### src/rtl/crc_append_send_b.sv
// Transmit FCS generator: passes 16-bit payload words through and appends
// the 4-byte Ethernet CRC-32, handling an odd trailing byte.
module crc_append_send_b (
  input  logic        i_clk,
  input  logic        i_rst,
  input  logic [15:0] i_data,
  input  logic        i_valid,
  input  logic        i_last,
  input  logic        i_odd,
  output logic        o_ready,
  output logic [15:0] o_data,
  output logic        o_valid,
  output logic        o_last,
  output logic        o_odd,
  input  logic        i_ready
);

  typedef enum logic [1:0] {
    PASS,
    FCS_A,
    FCS_B
  } state_t;

  localparam logic [31:0] POLY = 32'h04C11DB7;

  // MSB-first shift register fed with each byte LSB-first
  function automatic logic [31:0] crc_byte(
    input logic [31:0] c,
    input logic [7:0]  b
  );
    logic [31:0] r;
    r = c;
    for (int i = 0; i < 8; i++) begin
      if (r[31] ^ b[i]) r = {r[30:0], 1'b0} ^ POLY;
      else              r = {r[30:0], 1'b0};
    end
    return r;
  endfunction

  // packs {B0,B1,B2,B3}, Bk bit i = ~C[31-8k-i]
  function automatic logic [31:0] fcs_of(input logic [31:0] c);
    logic [31:0] f;
    f = '0;
    for (int k = 0; k < 4; k++)
      for (int i = 0; i < 8; i++)
        f[24-8*k+i] = ~c[31-8*k-i];
    return f;
  endfunction

  state_t      state;
  logic [31:0] crc;
  logic [31:0] fcs;
  logic        odd_r;

  logic [31:0] crc_w;
  logic [31:0] crc_b;
  logic [31:0] fcs_w;
  logic [31:0] fcs_b;
  logic        free;
  logic        accept;

  assign crc_b  = crc_byte(crc, i_data[15:8]);
  assign crc_w  = crc_byte(crc_b, i_data[7:0]);
  assign fcs_w  = fcs_of(crc_w);
  assign fcs_b  = fcs_of(crc_b);
  assign free   = !o_valid || i_ready;
  assign o_ready = (state == PASS) && free;
  assign accept = i_valid && o_ready;

  always_ff @(posedge i_clk or posedge i_rst) begin
    if (i_rst) begin
      state   <= PASS;
      crc     <= 32'hFFFF_FFFF;
      fcs     <= '0;
      odd_r   <= 1'b0;
      o_data  <= '0;
      o_valid <= 1'b0;
      o_last  <= 1'b0;
      o_odd   <= 1'b0;
    end else begin
      unique case (state)
        PASS: begin
          if (accept) begin
            o_valid <= 1'b1;
            o_last  <= 1'b0;
            o_odd   <= 1'b0;
            if (!i_last) begin
              o_data <= i_data;
              crc    <= crc_w;
            end else if (!i_odd) begin
              o_data <= i_data;
              fcs    <= fcs_w;
              odd_r  <= 1'b0;
              state  <= FCS_A;
            end else begin
              o_data <= {i_data[15:8], fcs_b[31:24]};
              fcs    <= fcs_b;
              odd_r  <= 1'b1;
              state  <= FCS_A;
            end
          end else if (free) begin
            o_valid <= 1'b0;
          end
        end
        FCS_A: begin
          if (free) begin
            o_valid <= 1'b1;
            o_data  <= odd_r ? fcs[23:8] : fcs[31:16];
            state   <= FCS_B;
          end
        end
        FCS_B: begin
          if (free) begin
            o_valid <= 1'b1;
            o_data  <= odd_r ? {fcs[7:0], 8'h00} : fcs[15:0];
            o_last  <= 1'b1;
            o_odd   <= odd_r;
            crc     <= 32'hFFFF_FFFF;
            state   <= PASS;
          end
        end
        default: state <= PASS;
      endcase
    end
  end

endmodule

### config.mk
export PLATFORM = sky130hd
export DESIGN_NAME = crc_append_send_b
export DESIGN_NICKNAME = d
export VERILOG_FILES = /design/src/rtl/crc_append_send_b.sv
export SDC_FILE = /design/constraint.sdc
export NUM_CORES = 1
export LEC_CHECK = 0
export BUFFER_PORTS_ARGS = -buffer_cell sky130_fd_sc_hd__buf_2
export CORE_MARGIN = 2
export CORE_UTILIZATION = 56
export DETAILED_ROUTE_END_ITERATION = 7
export PLACE_DENSITY = 0.78
export SYNTH_ARGS = -nofsm -noshare
export SYNTH_HDL_FRONTEND = slang
export SYNTH_SLANG_ARGS = --single-unit
### constraint.sdc
create_clock -name i_clk -period 2.6 [get_ports i_clk]
set_input_delay 0.26 -clock i_clk [delete_from_list [all_inputs] [get_ports i_clk]]
set_output_delay 0.26 -clock i_clk [all_outputs]
set_load 0.02 [all_outputs]
==> impl_metrics.csv <==
group,metric,value,unit
timing,max_clock_freq,368,MHz
clocking,clk_pin_slew,0.10,ns
detailed_routing,wirelength,18200,um
floorplan,pin_count,42,
global_route,grt_usage,0.319,
yosys,synth_edf_count,0,
worst_setup_path,crit_path_start_kind,"flop",
worst_setup_path,cp_data_arrival_time,2.99,ns
cells_and_area,final_common_cell,"buf_4",
run,cap_viol_max_count,0,
worst_setup_path,cp_max_fo,2,
cells_and_area,drive_gt1_frac,0.358,
yosys,yosysWarnings,0,
placed_design,dpl_cell_area,6840,um2
yosys,synth_flop_cell,"dfrtp_1",
placed_design,place.gp.congestion,0.936,
timing,fin_skew,0.0149,ns
timing,fin_crit_sh,1.05,
timing,setup_viol,7,
cells_and_area,layout_common_cells,"buf_4 (75), nand2_1 (67), xnor2_1 (65)",
yosys,synth.distinct_cells,40,
global_route,grt_max_degree,63,
timing,finalMaxSlewViolations,0,
yosys,synth_top_area_frac,0.224,
yosys,yosysTopAreaCell,"dfrtp_1",
timing,setup_slack,-0.119,ns
global_route,grt_overflow,0,
detailed_routing,vias,5054,
worst_setup_path,cp-end-kind,"flop",
floorplan,fp-row-count,37,
floorplan,dieArea,11600,um2
yosys,synthArstFlopShare,1.00,
floorplan,start_util,0.582,
cells_and_area,stdcell_area,7560,um2
timing,rsz0062_at_grt,"true",
placed_design,io_buffers,41,
clocking,cts_tree,"yes",
clocking,clock_sinks,86,
global_route,first_global_vias,4822,
global_route,grt_pass1_wl,27300,um
cells_and_area,antenna_cells,0,
detailed_routing,drc,0,
worst_setup_path,timing.rr.end,"fcs[12]$_DFFE_PP0P_",
worst_setup_path,cp_data_required_time,2.87,ns
worst_setup_path,worst-r2r-setup-slack,-0.12,ns
cells_and_area,areaGrowthSynthToFinish,25.3,%
clocking,root_buffer,"clkbuf_8",
timing,hold_violations,0,
floorplan,die_h,108,um
yosys,synth_cells,588,
detailed_routing,wl_per_cell,21.8,um
yosys,synth_area_leaders,"dfrtp_1 (22%), dfstp_2 (14%), xnor2_1 (11%)",
hold_path,min_to,"o_valid$_DFFE_PP0P_",
yosys,ys_seq_area_frac,0.363,
clocking,worstSkewPairLatency,0.38,ns
detailed_routing,viasPerCell,6.05,
timing,slew-limit-headroom,0.420,
clocking,htree_levels,3,
floorplan,fp.coreArea,10400,um2
timing,fin_crit,2.72,ns
run_status,violations,"setup timing",
detailed_routing,detail_route.iter0.violations,543,
run_status,status,"finished with violations",
global_route,antenna_found_initial,0,
yosys,syn_avg_cell_area,10.3,um2
clocking,cts_max_path_buffers,2,
hold_path,min_path_cells,4,
hold_path,hp-class,"in2reg",
worst_setup_path,rr_startpoint,"crc[22]$_DFFE_PP1P_",
worst_setup_path,crit_type,"reg2reg",
cells_and_area,num-nets-final,721,
detailed_routing,ant_nets,0,
clocking,cts_inserted_buffers,9,
hold_path,hold_start,"i_ready",
yosys,synth_area,6030,um2
worst_setup_path,rr_worst_depth,8,
timing,worstMarginPinSlew,0.870,ns
floorplan,die-width,108,um
detailed_routing,dr.pass1.iters,5,
yosys,ys_ff_latch,86,
yosys,syn_nets,615,
placed_design,place_hpwl,12600,um
[registers in the layout, summed over array words and instances (netlist names)]
signal,cells
crc,32
fcs,32
o_data,16
o_last,1
o_odd,1
o_valid,1
odd_r,1
state,2
[repair_timing]
item | in CTS | in global routing
hold buffers | 1 | 0
setup endpoints to repair | 29 | 24
pin swaps | 7 | 14
endpoints found under the hold margin | 16 | 0
gates resized for setup | 16 | 24
setup buffers | 11 | 16
[area by class of cell]
class                           count  area, um2
Tap cell                          136        170
Timing Repair Buffer              132       1020
Fill cell                         729       2810
Clock buffer                        9        124
Sequential cell                    86       2190
Clock inverter                      7       78.8
Inverter                            6       23.8
Multi-Input combinational cell    459       3950
[synth_stat cells (all sizes together), types with 8 or more instances]
cell type,instances
xnor2,90
o21ai,70
nand2,67
dfrtp,54
xor2,43
a21oi,37
dfstp,32
clkbuf,30
nor2,30
a22oi,21
o22a,20
mux2,19
xnor3,12
a211oi,8
xor3,8
[how the worst max path moves through the flow]
stage                                    from                   to  slack (ns)  cells past startpoint
after floorplan           crc[29]$_DFFE_PP1P_  fcs[12]$_DFFE_PP0P_       -0.01                      7
after global placement    crc[26]$_DFFE_PP1P_  fcs[12]$_DFFE_PP0P_       -0.14                      7
after detailed placement  crc[25]$_DFFE_PP1P_  fcs[12]$_DFFE_PP0P_       -0.19                      7
after CTS                 crc[30]$_DFFE_PP1P_  fcs[12]$_DFFE_PP0P_       -0.08                      8
after global routing      crc[23]$_DFFE_PP1P_  fcs[12]$_DFFE_PP0P_       -0.17                      9
final                     crc[22]$_DFFE_PP1P_  fcs[12]$_DFFE_PP0P_       -0.12                      8
[per-stage QoR]
stage / setup slack [ns] / util / hold WS (ns) / cells / setup TNS (ns)
after floorplan: -0.0108 / - / 0.435 / 588 / -0.0108
after global placement: -0.141 / 0.660 / 0.279 / 791 / -0.554
after detailed placement: -0.186 / 0.660 / 0.286 / 791 / -1.06
after CTS: -0.0763 / 0.699 / 0.242 / 819 / -0.0763
after global routing: -0.175 / 0.729 / 0.288 / 835 / -1.28
final: -0.119 / 0.729 / 0.239 / 835 / -0.200
[logic make-up (layout without fill, tap and decap cells)]
family                     Yosys count  after routing  synth area share
DFF                                 86             86             0.363
AOI/OAI and AO/OA                  169            169             0.171
muxes                               23             23            0.0421
buffers and inverters               43            154            0.0286
xor gates and xnor gates           153            153             0.312
adders and majority gates            5              5            0.0104
and+or+nand+nor                    109            109            0.0720
[critical path, cell delays in order, from the launching register on]
cell     delay (ns)
dfstp_2        0.58
xnor2_2        0.18
xnor3_2        0.57
xnor2_4        0.17
buf_6          0.13
xnor2_2        0.16
xnor3_1        0.51
mux2i_1        0.22
a21oi_1        0.10
[per-layer routing]
metal  share of wire  GRT usage
met5               0          0
met2            0.47      0.482
met4           0.043      0.153
met1            0.40      0.451
met3           0.088     0.0448
Power is not shown: default switching activity piles up to over one toggle a cycle in this logic, so the estimate is an artifact.
